## src/rtl/x_byte_ser_pkg.sv

```systemverilog
// Shared types and constants for the x_byte_ser word-to-byte serialiser.
// The optional checksum beat is controlled by X_BYTE_SER_CHECKSUM_EN.
package x_byte_ser_pkg;

    localparam int unsigned BYTE_W = 8;

    typedef enum logic [1:0] {
        IDLE,
        SEND,
        CHK
    } x_byte_ser_state_t;

endpackage

```

## src/rtl/x_byte_ser.sv

```systemverilog
// Serialises an NBYTES-wide word into LSB-first byte beats over valid/accept handshakes.
// Defining X_BYTE_SER_CHECKSUM_EN appends one XOR checksum beat after each word.
module x_byte_ser
    import x_byte_ser_pkg::*;
#(
    parameter int unsigned NBYTES = 4
) (
    input  logic                     i_clk,
    input  logic                     i_rst,
    input  logic                     i_valid,
    output logic                     o_accept,
    input  logic [BYTE_W*NBYTES-1:0] i_data,
    output logic                     o_valid,
    output logic [BYTE_W-1:0]        o_data,
    input  logic                     i_accept,
    output logic                     o_busy
);

    localparam int unsigned DATA_W = BYTE_W * NBYTES;
    localparam int unsigned CNT_W  = $clog2(NBYTES + 1);

    x_byte_ser_state_t state_q;
    logic [DATA_W-1:0] shreg_q;
    logic [CNT_W-1:0]  cnt_q;
    logic              accept_q;
    logic              valid_q;
    logic [BYTE_W-1:0] data_q;
    logic              busy_q;
`ifdef X_BYTE_SER_CHECKSUM_EN
    logic [BYTE_W-1:0] xor_q;
`endif

    logic [DATA_W-1:0] shreg_shift;
    logic              last_beat;

    assign shreg_shift = shreg_q >> BYTE_W;
    assign last_beat   = (cnt_q == '0);

    always_ff @(posedge i_clk or negedge i_rst) begin
        if (!i_rst) begin
            state_q  <= IDLE;
            shreg_q  <= '0;
            cnt_q    <= '0;
            accept_q <= 1'b0;
            valid_q  <= 1'b0;
            data_q   <= '0;
            busy_q   <= 1'b0;
`ifdef X_BYTE_SER_CHECKSUM_EN
            xor_q    <= '0;
`endif
        end else begin
            case (state_q)
                IDLE: begin
                    if (accept_q && i_valid) begin
                        shreg_q  <= i_data;
                        cnt_q    <= CNT_W'(NBYTES - 1);
                        accept_q <= 1'b0;
                        valid_q  <= 1'b1;
                        data_q   <= i_data[BYTE_W-1:0];
                        busy_q   <= 1'b1;
                        state_q  <= SEND;
`ifdef X_BYTE_SER_CHECKSUM_EN
                        xor_q    <= '0;
`endif
                    end else begin
                        accept_q <= 1'b1;
                    end
                end
                SEND: begin
                    // data_q already mirrors shreg_q[7:0]; only advance on a taken beat.
                    if (i_accept) begin
                        shreg_q <= shreg_shift;
                        if (last_beat) begin
`ifdef X_BYTE_SER_CHECKSUM_EN
                            data_q  <= xor_q ^ data_q;
                            xor_q   <= xor_q ^ data_q;
                            state_q <= CHK;
`else
                            valid_q  <= 1'b0;
                            accept_q <= 1'b1;
                            busy_q   <= 1'b0;
                            state_q  <= IDLE;
`endif
                        end else begin
                            cnt_q  <= cnt_q - CNT_W'(1);
                            data_q <= shreg_shift[BYTE_W-1:0];
`ifdef X_BYTE_SER_CHECKSUM_EN
                            xor_q  <= xor_q ^ data_q;
`endif
                        end
                    end
                end
`ifdef X_BYTE_SER_CHECKSUM_EN
                CHK: begin
                    if (i_accept) begin
                        valid_q  <= 1'b0;
                        accept_q <= 1'b1;
                        busy_q   <= 1'b0;
                        state_q  <= IDLE;
                    end
                end
`endif
                default: begin
                    valid_q  <= 1'b0;
                    accept_q <= 1'b0;
                    busy_q   <= 1'b0;
                    state_q  <= IDLE;
                end
            endcase
        end
    end

    assign o_accept = accept_q;
    assign o_valid  = valid_q;
    assign o_data   = data_q;
    assign o_busy   = busy_q;

endmodule

```

## config.mk

```make
export PLATFORM = sky130hd
export DESIGN_NAME = x_byte_ser
export DESIGN_NICKNAME = d
export VERILOG_FILES = /design/src/rtl/x_byte_ser_pkg.sv /design/src/rtl/x_byte_ser.sv
export SDC_FILE = /design/constraint.sdc
export NUM_CORES = 1
export LEC_CHECK = 0
export ABC_AREA = 0
export CORE_UTILIZATION = 48
export DETAILED_ROUTE_END_ITERATION = 10
export GPL_ROUTABILITY_DRIVEN = 0
export PLACE_DENSITY = 0.79
export SLEW_MARGIN = 20
export SYNTH_ARGS = -nofsm -noshare
export SYNTH_HDL_FRONTEND = slang
export SYNTH_SLANG_ARGS = --single-unit
```

## constraint.sdc

```tcl
create_clock -name i_clk -period 2 [get_ports i_clk]
set_clock_uncertainty 0.15 [all_clocks]
set_input_delay 0.3 -clock i_clk [delete_from_list [all_inputs] [get_ports i_clk]]
set_output_delay 0.3 -clock i_clk [all_outputs]
set_load 0.02 [all_outputs]
```

Word level (Yosys, flattened, before mapping)
Cells that the tools add are included.
W data, S select, Z words.
Storage, ports and cells
  register bits: 47
  bits of input ports: 36
  output and inout bits: 11
  word-level logic and storage cells: 43
Operators by class
  $add $sub $neg: 1
  equal/unequal tests: 5
  muxes and demuxes: 23
  reductions and logical operators: 8
Operators with widths (number)
  $mux W32: 2
  $pmux W32 S2: 1
  $mux W8: 3
  $pmux W8 S2: 1
  $mux W3: 3
  $ne A2 B2 Y1 const B: 4
  $mux W1: 6
  $mux W2: 3
  $pmux W3 S2: 1
  $reduce_and A3 Y1: 2
  $pmux W1 S2: 2
  $pmux W2 S2: 1
  $reduce_and A4 Y1: 1
  $logic_not A3 Y1: 1
  $sub A3 B1 Y3 const B: 1
  $eq A2 B1 Y1 const B: 1
  $logic_not A2 Y1: 1
  $reduce_and A2 Y1: 1
  $reduce_bool A2 Y1: 1
  $logic_and A1 B1 Y1: 1

Depth between registers and ports, before layout
  word-level depth: 4
  depth in mapped cells: 7
  depth with buffers taken out: 6

Worst setup path after synthesis
Ideal clock, no wire load.
  path type: register to register
  start point: register cnt_q[0]
  end point: register data_q[0] (netlist: o_data[0])
  library setup time: 0.127 ns
  arrival: 1.566 ns
  setup slack: 0.156 ns
  cell stages (with the launch flop): 8
  buffers on the path: 1
  path through: dfrtp_1 inv_1 ha_1 ha_1 nor2b_1 a21o_1 buf_4 mux2_1
On the way
  cells in the longest elaborated chain, start to end: 3
Ends and longest elaborated chain
  from (decl): RTL line x_byte_ser.sv:24  | logic [CNT_W-1:0] cnt_q;
  from (signal assigned): RTL line x_byte_ser.sv:56  | cnt_q <= CNT_W'(NBYTES - 1);
  from (signal assigned): RTL line x_byte_ser.sv:85  | cnt_q <= cnt_q - CNT_W'(1);
  $logic_not A3 Y1: RTL line x_byte_ser.sv:37  | assign last_beat = (cnt_q == '0);
  $ne A2 B2 Y1 (no source line)
  $reduce_and A4 Y1 (no source line)
  to (signal assigned): RTL line x_byte_ser.sv:59  | data_q <= i_data[BYTE_W-1:0];
  to (signal assigned): RTL line x_byte_ser.sv:86  | data_q <= shreg_shift[BYTE_W-1:0];
  to (decl): RTL line x_byte_ser.sv:27  | logic [BYTE_W-1:0] data_q;
No other way between the ends.
A chain may end at the register's enable or synchronous reset.

Final worst setup path
  start point: register cnt_q[0]
  end point: register data_q[4] (netlist: o_data[4])
Same word-level chain as after synthesis.

==> flow_metrics.tcl <==
set metrics [dict create \
    core_um2 3420 \
    fp.dieW_um 62.5 \
    worst_slack_ns 0.0995 \
    synth_fp_nets 164 \
    setup_viol 0 \
    power_density_nw_per_um2 1340 \
    htree_levels 2 \
    fin_area_um2 2380 \
    r2r_cells 7 \
    worst_setup_path_end_kind "flop" \
    synthCells 126 \
    timing.rr.end "o_data[4]$_DFFE_PN0P_" \
    cp.required_ns 2.08 \
    fp.dieH_um 62.5 \
    period_share_pct 95.0 \
    avgRoutedWirePerCell_um 15.2 \
    report.final.slew_viol_count 0 \
    grt_remaining_overflow 0 \
    layout.nets 219 \
    worstSetupPathType "flop to flop" \
    clockBufferDepth 2 \
    setup_tns_ns 0 \
    dp_slack_ns 0.0611 \
    crit_arrival_ns 1.98 \
    peakVddDrop_mv 0.688 \
    ys.warnings.count 0 \
    drt-total-wl_um 3460 \
    cp-start-kind "flop" \
    r2r_slack_ns 0.1 \
    cts_inserted_buffers 5 \
    rr_startpoint "cnt_q[0]$_DFFE_PN0P_" \
    routed_via_density 5.23 \
    grt_max_degree 38 \
    pin_count 47 \
    yosys.area_share.simple_pct 2.35 \
    maxSlewHeadroom_pct 78.9 \
    via_count 1193 \
    clock_latency_ns 0.34 \
    drtIter0Drc 48 \
    synth_cell_types 22 \
    synthAdderAreaFrac_pct 1.42 \
    synth.area.top_cells "dfrtp_1 (53%), mux2_2 (18%), mux2_1 (13%)" \
    synth_mux_area_share_pct 30.7 \
    yosysTopAreaCell "dfrtp_1" \
    ant_nets 0 \
    cts_tree "built" \
    outcome "complete, no violations" \
    worst_pin_slew_ns 0.314 \
    ys_ff_latch 37 \
    synth_top_area_share_pct 52.7 \
    finalCriticalPeriod_ns 1.90 \
    total_power_mw 3.19 \
    ys_seq_area_share_pct 52.7 \
    port_buffers 46 \
    synth-compound-area-share_pct 8.61 \
    rsz0062_at_grt "no" \
    syn_area_per_cell_um2 14.0 \
    die_area_um2 3910 \
    cp_max_fo 8 \
    maxCapViolations 0 \
    dpl_cell_area_um2 2320 \
    drive_gt1_share_pct 24.7 \
    rows 21 \
    grt_pass1_vias 1277 \
    n_antenna_cell 0 \
    final_hold_viol_count 0 \
    synth_xor_xnor_area_share_pct 0 \
    dp_hpwl_um 2560 \
    p_leak_nw 1.09 \
    drc 0 \
    grt_use_total_pct 20.3 \
    area_growth_pct 35.4 \
    netlist_area_um2 1760 \
    grt_pass1_wl_um 5950 \
    nFillCells 258 \
    start_util_pct 51.5 \
    clkSinkCount 37 \
    cts_setup_buffers 0 \
    drtPass1Iterations 3 \
    grt_antenna_before_repair 0 \
    worst_hold_slack_ns 0.298 \
    clk_transition_reported_paths_ns 0.10 \
    fmax_ghz 0.526 \
    min_path_type "input port to async pin" \
    synth_top_family_by_area "multiplexers" \
    cts_root_buf "clkbuf_4" \
]
[cells in the mapped netlist]
| master | number |
|---|---|
| dfrtp_1 | 37 |
| mux2_2 | 28 |
| mux2_1 | 20 |
| a22o_1 | 8 |
| inv_1 | 5 |
| buf_4 | 4 |
| nand2_1 | 3 |
| a21oi_1 | 2 |
| buf_2 | 2 |
| ha_1 | 2 |
| nor2_1 | 2 |
| o22a_1 | 2 |
| o2bb2ai_1 | 2 |
| a21o_1 | 1 |
| a21oi_4 | 1 |
| and3b_1 | 1 |
| buf_1 | 1 |
| buf_6 | 1 |
| nand3b_1 | 1 |
| nor2b_1 | 1 |
| o21a_1 | 1 |
| o21ai_0 | 1 |
[flip-flops by register name, indices dropped and copies added (netlist names)]
signal and flops:
shreg_q 24, o_data 8, cnt_q 3, o_accept 1, o_busy 1
[final cells by class]
type / instances / area (um^2) / area share, %
repair buffers: 56 / 568 / 23.9
flip-flops and latches: 37 / 926 / 38.9
inverters: 5 / 18.8 / 0.789
clock buffers: 8 / 48.8 / 2.05
well taps: 46 / 57.6 / 2.42
multi-input cells: 76 / 761 / 32.0
[worst max path at each step]
| stage | from | to | slack [ns] | cells past startpoint |
|---|---|---|---|---|
| 2_1_floorplan | cnt_q[0]$_DFFE_PN0P_ | o_data[0]$_DFFE_PN0P_ | 0.16 | 7 |
| 3_3_place_gp | i_valid | o_data[6]$_DFFE_PN0P_ | 0.11 | 5 |
| 3_5_place_dp | cnt_q[0]$_DFFE_PN0P_ | o_data[4]$_DFFE_PN0P_ | 0.06 | 7 |
| 4_1_cts | cnt_q[0]$_DFFE_PN0P_ | o_data[4]$_DFFE_PN0P_ | 0.04 | 7 |
| 5_1_grt | cnt_q[0]$_DFFE_PN0P_ | o_data[4]$_DFFE_PN0P_ | 0.02 | 7 |
| 6_report | cnt_q[0]$_DFFE_PN0P_ | o_data[4]$_DFFE_PN0P_ | 0.1 | 7 |
[layer usage]
layer / track usage [%] / wire, um / part of all wire [%] / vias up
met5: 0 / 0 / 0 / -
met4: 9.59 / 65 / 1.9 / 0
met3: 4.38 / 142 / 4.1 / 8
met2: 35.2 / 1790 / 52 / 33
met1: 23.8 / 1450 / 42 / 587
li1: - / - / - / 565
[layout by cell type (no fill, tap or decap), drive strengths merged]
| cell type | instances |
|---|---|
| a21oi | 3 |
| and3b | 1 |
| clkdlybuf4s50 | 43 |
| nor2 | 2 |
| nor2b | 1 |
| ha | 2 |
| mux2 | 48 |
| nand3b | 1 |
| o22a | 2 |
| o21a | 1 |
| a21o | 1 |
| o2bb2ai | 2 |
| dlygate4sd3 | 1 |
| nand2 | 3 |
| inv | 5 |
| a22o | 8 |
| dfrtp | 37 |
| dlygate4sd2 | 2 |
| buf | 10 |
| o21ai | 1 |
| clkbuf | 8 |
[through the flow]
step	utilization, %	cells
after floorplan	-	126
after global placement	67.9	219
after detailed placement	67.9	219
after CTS	69.6	228
after global routing	69.7	228
final	69.7	228
[report_power, final]
| group | internal, mW | switching, mW |
|---|---|---|
| clock | 0.140 | 0.230 |
| sequential | 1.07 | 0.173 |
| combinational | 0.911 | 0.666 |
[what timing repair did]
action                                 in CTS  in global routing
resized for setup                           2                  1
setup endpoints to repair                   2                  8
endpoints found under the hold margin      37                  0
hold buffers                                1                  0
pin swaps                                   0                  0
[critical path, cell delays in order (launching register included)]
cell,delay [ns]
dfrtp_1,0.41
inv_1,0.06
ha_1,0.20
ha_1,0.22
nor2b_2,0.14
a21o_1,0.17
buf_12,0.13
mux2_1,0.32
[kinds of logic (layout without fill, tap and decap cells)]
logic type	Yosys count	in the layout
muxes	48	48
DFF	37	37
AOI/OAI and AO/OA	18	18
adders and majority gates	2	2
buffers and inverters	13	69
and+or+nand+nor	8	8
(Power assumes the default switching activity.)
